[src/rtl/alu_issue_arbiter_pkg.sv]
// ---------------------------------------------------------------------------
// alu_issue_arbiter_pkg
//   Shared types and defaults for the VALU issue arbiter:
//   - arb_state_e : arbiter FSM encoding (IDLE / ISSUE / BUSY)
//   - DEF_*       : default parameter values for the top level
//   - cnt_width() : width of a counter that must hold 0..limit
// ---------------------------------------------------------------------------
package alu_issue_arbiter_pkg;

  localparam int DEF_NUM_REQ        = 4;
  localparam int DEF_ID_W           = 2;
  localparam int DEF_TIMEOUT_CYCLES = 1024;

  typedef enum logic [1:0] {
    IDLE  = 2'b00,
    ISSUE = 2'b01,
    BUSY  = 2'b10
  } arb_state_e;

  function automatic int cnt_width(input int limit);
    return (limit < 2) ? 1 : $clog2(limit + 1);
  endfunction

endpackage

[src/rtl/alu_issue_arbiter_if.sv]
// ---------------------------------------------------------------------------
// alu_issue_arbiter_if
//   Bundles the requester-side and ALU-FSM-side handshake of the arbiter.
//   Signals:
//     req, req_mask        requester level requests / eligibility mask
//     grant, done          one-hot single-cycle pulses back to requesters
//     owner_id, busy       current/last owner and op-in-flight flag
//     alu_ready, alu_wb    from the ALU FSM (idle, writeback pulse)
//     alu_select           start pulse to the ALU FSM
//     err_timeout          sticky watchdog error
//   Modports:
//     master : the arbiter (drives grant/done/owner_id/busy/alu_select/err)
//     slave  : the surrounding logic (drives req/req_mask/alu_ready/alu_wb)
// ---------------------------------------------------------------------------
interface alu_issue_arbiter_if #(
  parameter int NUM_REQ = 4,
  parameter int ID_W    = 2
);

  logic [NUM_REQ-1:0] req;
  logic [NUM_REQ-1:0] req_mask;
  logic [NUM_REQ-1:0] grant;
  logic [NUM_REQ-1:0] done;
  logic [ID_W-1:0]    owner_id;
  logic               busy;
  logic               alu_ready;
  logic               alu_select;
  logic               alu_wb;
  logic               err_timeout;

  modport master (
    input  req, req_mask, alu_ready, alu_wb,
    output grant, done, owner_id, busy, alu_select, err_timeout
  );

  modport slave (
    output req, req_mask, alu_ready, alu_wb,
    input  grant, done, owner_id, busy, alu_select, err_timeout
  );

endinterface

[src/rtl/alu_issue_arbiter_rr_pick.sv]
// ---------------------------------------------------------------------------
// alu_issue_arbiter_rr_pick
//   Combinational round-robin picker. Searches the eligible vector upward
//   starting at i_rr_ptr, wrapping from NUM_REQ-1 back to 0, and returns the
//   index of the first set bit.
//   Ports:
//     i_elig    [NUM_REQ]  eligible requesters (req & req_mask)
//     i_rr_ptr  [ID_W]     highest-priority index this round (< NUM_REQ)
//     o_winner  [ID_W]     index of the selected requester
//     o_valid   [1]        at least one requester eligible
// ---------------------------------------------------------------------------
module alu_issue_arbiter_rr_pick #(
  parameter int NUM_REQ = 4,
  parameter int ID_W    = 2
) (
  input  logic [NUM_REQ-1:0] i_elig,
  input  logic [ID_W-1:0]    i_rr_ptr,
  output logic [ID_W-1:0]    o_winner,
  output logic               o_valid
);

  // w_rot_idx[k] is the requester index that has the k-th highest priority.
  logic [ID_W-1:0]    w_rot_idx [NUM_REQ];
  logic [NUM_REQ-1:0] w_hit;

  for (genvar gi = 0; gi < NUM_REQ; gi++) begin : g_rot
    logic [ID_W:0] w_sum;
    assign w_sum          = {1'b0, i_rr_ptr} + (ID_W+1)'(gi);
    // Wrap without a modulo: rr_ptr < NUM_REQ, so one subtraction suffices.
    assign w_rot_idx[gi]  = (w_sum >= (ID_W+1)'(NUM_REQ))
                            ? ID_W'(w_sum - (ID_W+1)'(NUM_REQ))
                            : ID_W'(w_sum);
    assign w_hit[gi]      = i_elig[w_rot_idx[gi]];
  end

  // Scan from lowest priority to highest so the closest hit wins.
  always_comb begin
    o_winner = '0;
    o_valid  = 1'b0;
    for (int k = NUM_REQ - 1; k >= 0; k--) begin
      if (w_hit[k]) begin
        o_winner = w_rot_idx[k];
        o_valid  = 1'b1;
      end
    end
  end

endmodule

[src/rtl/alu_issue_arbiter.sv]
// ---------------------------------------------------------------------------
// alu_issue_arbiter
//   Round-robin arbiter sharing one VALU pipeline between NUM_REQ issue
//   requesters. Picks a winner among eligible requests while the ALU FSM is
//   ready, pulses grant + alu_select, holds ownership until alu_wb, then
//   pulses done to the owner and rotates priority past it.
//
//   Ports:
//     clk   in   clock, all state changes on the rising edge
//     rst   in   synchronous active-high reset
//     bus   alu_issue_arbiter_if.master (see interface header for signals)
//
//   Optional feature (macro ALU_ARB_WATCHDOG_EN):
//     BUSY watchdog. After TIMEOUT_CYCLES BUSY cycles without alu_wb the op
//     is abandoned: err_timeout sets (sticky until rst), busy drops, no done
//     pulse, and priority moves past the owner. Without the macro BUSY waits
//     forever and err_timeout is tied low.
//
//   All outputs come straight from flops.
// ---------------------------------------------------------------------------
module alu_issue_arbiter
  import alu_issue_arbiter_pkg::*;
#(
  parameter int NUM_REQ        = DEF_NUM_REQ,
  parameter int ID_W           = DEF_ID_W,
  parameter int TIMEOUT_CYCLES = DEF_TIMEOUT_CYCLES
) (
  input  logic                clk,
  input  logic                rst,
  alu_issue_arbiter_if.master bus
);

  arb_state_e         r_state, w_state_next;
  logic [NUM_REQ-1:0] r_grant, w_grant_next;
  logic [NUM_REQ-1:0] r_done, w_done_next;
  logic [ID_W-1:0]    r_owner_id, w_owner_id_next;
  logic [ID_W-1:0]    r_rr_ptr, w_rr_ptr_next;
  logic               r_busy, w_busy_next;
  logic               r_alu_select, w_alu_select_next;

  logic [NUM_REQ-1:0] w_elig;
  logic [ID_W-1:0]    w_winner;
  logic               w_winner_valid;
  logic [NUM_REQ-1:0] w_winner_oh;
  logic [NUM_REQ-1:0] w_owner_oh;
  logic [ID_W-1:0]    w_owner_plus1;
  logic               w_timeout;
  logic               w_err_timeout;

  // -------------------------------------------------------------------------
  // Arbitration
  // -------------------------------------------------------------------------
  assign w_elig = bus.req & bus.req_mask;

  alu_issue_arbiter_rr_pick #(
    .NUM_REQ (NUM_REQ),
    .ID_W    (ID_W)
  ) u_rr_pick (
    .i_elig   (w_elig),
    .i_rr_ptr (r_rr_ptr),
    .o_winner (w_winner),
    .o_valid  (w_winner_valid)
  );

  for (genvar gi = 0; gi < NUM_REQ; gi++) begin : g_onehot
    assign w_winner_oh[gi] = (w_winner   == ID_W'(gi));
    assign w_owner_oh[gi]  = (r_owner_id == ID_W'(gi));
  end

  // Next priority start: one past the owner, wrapping at NUM_REQ-1.
  assign w_owner_plus1 = (r_owner_id == ID_W'(NUM_REQ - 1))
                         ? '0 : r_owner_id + ID_W'(1);

  // -------------------------------------------------------------------------
  // Optional BUSY watchdog
  // -------------------------------------------------------------------------
`ifdef ALU_ARB_WATCHDOG_EN
  localparam int WD_CNT_W = cnt_width(TIMEOUT_CYCLES);

  logic [WD_CNT_W-1:0] r_wd_cnt;
  logic                r_err_timeout;

  // Fires on the TIMEOUT_CYCLES-th BUSY cycle; a same-cycle alu_wb wins.
  assign w_timeout = (r_state == BUSY) && !bus.alu_wb &&
                     (r_wd_cnt == WD_CNT_W'(TIMEOUT_CYCLES - 1));

  always_ff @(posedge clk) begin
    if (rst) begin
      r_wd_cnt      <= '0;
      r_err_timeout <= 1'b0;
    end else begin
      // Counter clears on the ISSUE->BUSY transition and counts in BUSY.
      if (r_state == ISSUE) begin
        r_wd_cnt <= '0;
      end else if (r_state == BUSY) begin
        r_wd_cnt <= r_wd_cnt + WD_CNT_W'(1);
      end
      if (w_timeout) begin
        r_err_timeout <= 1'b1;
      end
    end
  end

  assign w_err_timeout = r_err_timeout;
`else
  assign w_timeout     = 1'b0;
  assign w_err_timeout = 1'b0;
`endif

  // -------------------------------------------------------------------------
  // FSM: next-state and next-output logic
  // -------------------------------------------------------------------------
  always_comb begin
    w_state_next      = r_state;
    w_grant_next      = '0;
    w_done_next       = '0;
    w_alu_select_next = 1'b0;
    w_busy_next       = r_busy;
    w_owner_id_next   = r_owner_id;
    w_rr_ptr_next     = r_rr_ptr;

    case (r_state)
      IDLE: begin
        w_busy_next = 1'b0;
        if (bus.alu_ready && w_winner_valid) begin
          w_owner_id_next   = w_winner;
          w_grant_next      = w_winner_oh;
          w_alu_select_next = 1'b1;
          w_busy_next       = 1'b1;
          w_state_next      = ISSUE;
        end
      end

      ISSUE: begin
        // alu_wb here is stray (outside BUSY) and deliberately ignored.
        w_busy_next  = 1'b1;
        w_state_next = BUSY;
      end

      BUSY: begin
        w_busy_next = 1'b1;
        if (bus.alu_wb) begin
          w_done_next   = w_owner_oh;
          w_busy_next   = 1'b0;
          w_rr_ptr_next = w_owner_plus1;
          w_state_next  = IDLE;
        end else if (w_timeout) begin
          // Abandon the op: no done pulse, but still rotate past the owner.
          w_busy_next   = 1'b0;
          w_rr_ptr_next = w_owner_plus1;
          w_state_next  = IDLE;
        end
      end

      default: begin
        w_busy_next  = 1'b0;
        w_state_next = IDLE;
      end
    endcase
  end

  // -------------------------------------------------------------------------
  // FSM: state and output registers
  // -------------------------------------------------------------------------
  always_ff @(posedge clk) begin
    if (rst) begin
      r_state      <= IDLE;
      r_grant      <= '0;
      r_done       <= '0;
      r_alu_select <= 1'b0;
      r_busy       <= 1'b0;
      r_owner_id   <= '0;
      r_rr_ptr     <= '0;
    end else begin
      r_state      <= w_state_next;
      r_grant      <= w_grant_next;
      r_done       <= w_done_next;
      r_alu_select <= w_alu_select_next;
      r_busy       <= w_busy_next;
      r_owner_id   <= w_owner_id_next;
      r_rr_ptr     <= w_rr_ptr_next;
    end
  end

  assign bus.grant       = r_grant;
  assign bus.done        = r_done;
  assign bus.alu_select  = r_alu_select;
  assign bus.busy        = r_busy;
  assign bus.owner_id    = r_owner_id;
  assign bus.err_timeout = w_err_timeout;

endmodule
[src/flat_wrapper.sv]
// flat-port wrapper written by rule: the top's interface ports become plain ports
module alu_issue_arbiter_flat import alu_issue_arbiter_pkg::*;
#(
  parameter int NUM_REQ        = DEF_NUM_REQ,
  parameter int ID_W           = DEF_ID_W,
  parameter int TIMEOUT_CYCLES = DEF_TIMEOUT_CYCLES
)
  (clk, rst, bus_req, bus_req_mask, bus_alu_ready, bus_alu_wb, bus_grant, bus_done, bus_owner_id, bus_busy, bus_alu_select, bus_err_timeout);
  alu_issue_arbiter_if #(.NUM_REQ(NUM_REQ), .ID_W(ID_W)) bus_i ();
  input  logic clk;
  input  logic rst;
  input wire logic [$bits(bus_i.req)-1:0] bus_req;
  input wire logic [$bits(bus_i.req_mask)-1:0] bus_req_mask;
  input wire logic [$bits(bus_i.alu_ready)-1:0] bus_alu_ready;
  input wire logic [$bits(bus_i.alu_wb)-1:0] bus_alu_wb;
  output wire logic [$bits(bus_i.grant)-1:0] bus_grant;
  output wire logic [$bits(bus_i.done)-1:0] bus_done;
  output wire logic [$bits(bus_i.owner_id)-1:0] bus_owner_id;
  output wire logic [$bits(bus_i.busy)-1:0] bus_busy;
  output wire logic [$bits(bus_i.alu_select)-1:0] bus_alu_select;
  output wire logic [$bits(bus_i.err_timeout)-1:0] bus_err_timeout;
  assign bus_i.req = bus_req;
  assign bus_i.req_mask = bus_req_mask;
  assign bus_i.alu_ready = bus_alu_ready;
  assign bus_i.alu_wb = bus_alu_wb;
  assign bus_grant = bus_i.grant;
  assign bus_done = bus_i.done;
  assign bus_owner_id = bus_i.owner_id;
  assign bus_busy = bus_i.busy;
  assign bus_alu_select = bus_i.alu_select;
  assign bus_err_timeout = bus_i.err_timeout;
  alu_issue_arbiter #(.NUM_REQ(NUM_REQ), .ID_W(ID_W), .TIMEOUT_CYCLES(TIMEOUT_CYCLES)) u_core (.clk(clk), .rst(rst), .bus(bus_i));
endmodule
[config.mk]
export PLATFORM = sky130hd
export DESIGN_NAME = alu_issue_arbiter_flat
export DESIGN_NICKNAME = d
export VERILOG_FILES = /design/src/rtl/alu_issue_arbiter_pkg.sv /design/src/rtl/alu_issue_arbiter_if.sv /design/src/rtl/alu_issue_arbiter_rr_pick.sv /design/src/rtl/alu_issue_arbiter.sv /design/src/flat_wrapper.sv
export SDC_FILE = /design/constraint.sdc
export NUM_CORES = 1
export LEC_CHECK = 0
export BUFFER_PORTS_ARGS = -buffer_cell sky130_fd_sc_hd__buf_2
export CAP_MARGIN = 5
export CORE_MARGIN = 5
export CORE_UTILIZATION = 51
export DETAILED_ROUTE_END_ITERATION = 6
export PLACE_DENSITY = 0.82
export SLEW_MARGIN = 20
export SYNTH_ARGS = -nofsm -noshare
export SYNTH_HDL_FRONTEND = slang
export SYNTH_SLANG_ARGS = --single-unit
export TNS_END_PERCENT = 5
[constraint.sdc]
create_clock -name clk -period 2.2 [get_ports clk]
set_clock_uncertainty 0.15 [all_clocks]
set_input_delay 0.33 -clock clk [delete_from_list [all_inputs] [get_ports clk]]
set_output_delay 0.33 -clock clk [all_outputs]
set_load 0.01 [all_outputs]
Word-level counts from Yosys, hierarchy flattened
Cells that the tools add are included.
{"block": "word_totals", "register_bits": 16, "inputBits": 12, "output_inout_bits": 13, "elab_cells": 75}
{"block": "op_classes", "add_sub_neg": 8, "n_lt_le_gt_ge": 8, "n_eq_ne": 10, "mux": 27, "bitwise": 5, "reduce_logical": 10}
{"operator": "2-bit 2-to-1 mux", "n": 11}
{"operator": "2-bit by 3-bit less-than comparator with 1-bit output, second input constant", "n": 4}
{"operator": "2-bit == test, second input constant", "n": 5}
{"operator": "1-bit 2-to-1 mux", "n": 10}
{"operator": "3-bit greater-or-equal comparator, second input constant", "n": 3}
{"operator": "1-bit binary-select mux with 2-bit select", "n": 4}
{"operator": "2-bit by 1-bit subtractor with 2-bit output, second input constant", "n": 4}
{"operator": "2-bit by 2-bit adder with 3-bit output, second input constant", "n": 2}
{"operator": "2-bit by 1-bit == test with 1-bit output, second input constant", "n": 3}
{"operator": "2-bit zero test", "n": 3}
{"operator": "2-bit one-hot mux with 3 select lines", "n": 1}
{"operator": "2-bit AND reduction", "n": 3}
{"operator": "3-bit OR reduction", "n": 2}
{"operator": "4-bit AND", "n": 1}
{"operator": "1-bit NOT", "n": 4}
{"operator": "2-bit by 1-bit adder with 3-bit output, second input constant", "n": 1}
{"operator": "2-bit by 3-bit greater-or-equal comparator with 1-bit output, second input constant", "n": 1}
{"operator": "1-bit one-hot mux with 3 select lines", "n": 1}
{"operator": "2-bit by 1-bit adder with 2-bit output, second input constant", "n": 1}
{"operator": "2-bit by 1-bit != test with 1-bit output, second input constant", "n": 1}
{"operator": "2-bit != test, second input constant", "n": 1}
{"operator": "2-bit OR reduction", "n": 1}
{"operator": "1-bit logical AND", "n": 1}

Longest topological paths before layout
{"block": "logic_depth", "word_depth": 12, "ltp_mapped": 6, "ltp_nobuf": 6}

By module
Synthesis repeated with hierarchy kept, for this count alone.
{"block": "unflattened", "cells_unflattened": 71, "area_unflattened_um2": 685.7}
{"module": "alu_issue_arbiter", "instances": 1, "cells_per_inst": 58, "area_each_um2": 608.1, "seq_area_each_um2": 320.3}
{"module": "alu_issue_arbiter_rr_pick", "instances": 1, "cells_per_inst": 13, "area_each_um2": 77.6, "seq_area_each_um2": 0.0}

Worst setup path after synthesis
No wires, ideal clock.
{"block": "synth_path", "path_type": "register to register", "startpoint": "reg u_core.r_state[1]", "endpoint": "reg u_core.r_grant[1], in the netlist u_core.bus.grant[1]", "setup_time_ns": 0.065, "arrival_time_ns": 1.190, "required_time_ns": 1.985, "setup_slack_ns": 0.796, "path_stages_with_launch": 7, "n_path_buf": 0, "synth_period_minus_slack_ns": 1.404, "cell_sequence": "dfxtp_1 -> or3b_4 -> a31oi_4 -> nand2b_4 -> clkinv_2 -> o21ai_2 -> nor2_1"}
{"block": "synth_between", "elab_chain_len": 3}
{"item": "start, declared", "line_no": "alu_issue_arbiter.sv:33", "text": "arb_state_e r_state, w_state_next;"}
{"item": "start signal, assigned", "line_no": "alu_issue_arbiter.sv:175", "text": "r_state <= w_state_next;"}
{"item": "2-bit zero test", "line_no": "alu_issue_arbiter.sv:122", "text": "case (r_state)"}
{"item": "1-bit NOT (no line)"}
{"item": "3-bit OR reduction (no line)"}
{"item": "end signal, assigned", "line_no": "alu_issue_arbiter.sv:176", "text": "r_grant <= w_grant_next;"}
{"item": "end, declared", "line_no": "alu_issue_arbiter.sv:34", "text": "logic [NUM_REQ-1:0] r_grant, w_grant_next;"}
No other way between the ends.
A chain may end at the register's enable or synchronous reset.

Final worst setup path
Same ends and word-level chain as after synthesis.

==> results.cfg <==
[worst_setup_path]
worstSetupStartpoint = u_core.r_state[1]
worst-path-buf-inv = 1
worstSetupPathType = register to register
path_cells = or3b_4 -> a31oi_4 -> nand2b_4 -> clkinv_2 -> o21ai_2 -> nor2_1
crit_path_max_incr_delay_ns = 0.42
reg2reg_slack_ns = 0.66
end_kind = register
r2r-start = u_core.r_state[1]
required_ns = 2.27
critical_path.top_delay_family = simple AND/OR/NAND/NOR gates
crit_arrival_ns = 1.60
cp-start-kind = register
critPathSlowestCell = or3b_4
critPathMaxFanout = 5

[place]
portBuffers = 23
hpwl_um = 1164
finalWeightedCongestion = 0.7414

[synth]
ys_types = 30
syn_avg_cell_area_um2 = 10.15
synth_edf_count = 0
ys_top_cells_by_count = dfxtp_1 (16), and2_1 (6), nor2_1 (5)
yosys_most_used_dff = dfxtp_1
async_reset_ff_frac = 0
syn_nets = 89
synthCells = 73
synth_top_area_cell = dfxtp_1
ys_warn_count = 0
synth-seq-area-share = 0.4324
synth_top_area_share = 0.4324
ys_ff_latch = 16
synthesis.area_um2 = 740.7
synth_area_leaders = dfxtp_1 (43%), ha_1 (6.8%), and2_1 (5.1%)
yosysMostFrequentCell = dfxtp_1

[timing]
setup_viol = 0
final.min_clock_period_ns = 1.535
max_freq_mhz = 651.3
drv_slew = 0
tns_ns = 0
timing.final.crit_share = 0.6979
rsz0062_at_grt = false
finalHoldViolCount = 0

[clock_network]
cts_setup_buffers = 0
cts-resized-gates = 0
cts_tree = yes
cts_made_buffers = 3
cts_root_buffer = clkbuf_4
h-tree-depth = 1
clk_pin_slew_ns = 0.10
cts_hold_buf = 0
cts_sinks = 16
clock_path_buffers = 2
clk_latency_ns = 0.28

[routing]
viasPerCell = 5.123
finalWirelength_um = 1390
drt_iter0_drc = 4
via_count = 584
route.detailed.drc = 0
dr.pass1.iters = 4
ant_nets = 0
wl_per_cell_um = 12.19

[floorplan]
core_um2 = 1334
initial_core_util = 0.5553
die_area_um2 = 2315
num_rows = 13
die_w_um = 48.11
io_pins = 25
die_y_um = 48.11

[final_layout]
final_nets = 116
antenna_cells = 0
drive_gt1_frac = 0.3838
n_fill_cell = 110
syn_to_final_growth_pct = 21.96

[pwr]
vdd_drop_max_v = 0.0003129
leakagePower_nw = 0.4360
power.total_w = 0.0005804
powerDensity_nw_per_um2 = 642.5

[grt]
grt_pass1_vias = 571
grt_use_met2 = 0.2322
grt_overflow = 0
antenna_found_initial = 0
grt_max_degree = 10
gr-max-usage-layer = met2
grt_usage = 0.1419
grt_util_met3 = 0.02583
use_met1 = 0.1670
grt_pass1_wl_um = 2256

[hold_path]
hold_path.class = primary input to register
min_from = rst

[status]
outcome = completed

[job]
maxCapViolations = 0
==> logic make-up (layout without fill, tap and decap cells) <==
| kind of cell | after synthesis | after routing | synth area share |
|---|---|---|---|
| buffers and inverters | 6 | 32 | 0.03715 |
| and+or+nand+nor | 30 | 30 | 0.2483 |
| DFF | 16 | 16 | 0.4324 |
| other | 1 | 1 | 0.005063 |
| muxes | 1 | 1 | 0.01351 |
| AOI/OAI and AO/OA | 15 | 15 | 0.1960 |
| adders and majority gates | 4 | 4 | 0.06757 |
==> worst paths after layout <==
kind,to,cells past startpoint
hold reg to reg,u_core.bus.owner_id[1],2
hold / removal,u_core.r_rr_ptr[1],2
setup / recovery,u_core.bus.grant[1],6
setup reg to reg,u_core.bus.grant[1],6
==> cell type report <==
cell class	count	area (µm²)	share of cell area
multi-input cells	51	392.9	0.4349
repair buffers	23	115.1	0.1274
inverters	5	20.02	0.02216
clock buffers	4	36.28	0.04017
flip-flops and latches	16	320.3	0.3546
well taps	15	18.77	0.02078
==> cell usage in the layout, fill, tap and decap left out, types with 2 or more instances in the layout <==
| cell | instances |
|---|---|
| buf_2 | 23 |
| and2_1 | 6 |
| a2111oi_2 | 2 |
| nand2_1 | 4 |
| inv_1 | 4 |
| nand2b_1 | 3 |
| dfxtp_1 | 16 |
| and3b_1 | 2 |
| ha_1 | 4 |
| clkbuf_4 | 3 |
| nand3b_1 | 2 |
| a21oi_1 | 4 |
| nor2_1 | 5 |
| nor3_1 | 3 |
==> state kept, by name, summed over array words and instances, names as in the netlist <==
name and flops:
u_core.bus.alu_select 1, u_core.r_state 2, u_core.bus.grant 4, u_core.bus.owner_id 2, u_core.bus.done 4, u_core.r_rr_ptr 2
u_core.bus.busy 1
==> through the flow <==
step	instances	hold slack, ns	instance area, µm²	utilization	setup WS, ns
global route	114	0.1601	903.4	0.6773	0.5868
CTS	114	0.1593	903.4	0.6773	0.6660
floorplan	73	0.2491	740.7	-	0.7955
global placement	110	0.3784	867.1	0.6501	0.6482
detailed placement	110	0.3880	867.1	0.6501	0.6220
finish	114	0.1583	903.4	0.6773	0.6646
==> power by group <==
group / switching [W] / internal, W / leakage (nW)
Clock: 0.0000873 / 0.000100 / 0.0210
Combinational: 0.0000461 / 0.0000399 / 0.285
Sequential: 0.00000681 / 0.000300 / 0.130
==> metal layers <==
layer,vias up,share of wire,routed length [µm]
li1,305,-,-
met1,258,0.43,594
met2,19,0.48,674
met3,2,0.067,93
met4,0,0.019,27
met5,-,0,0
(Power assumes the default switching activity.)
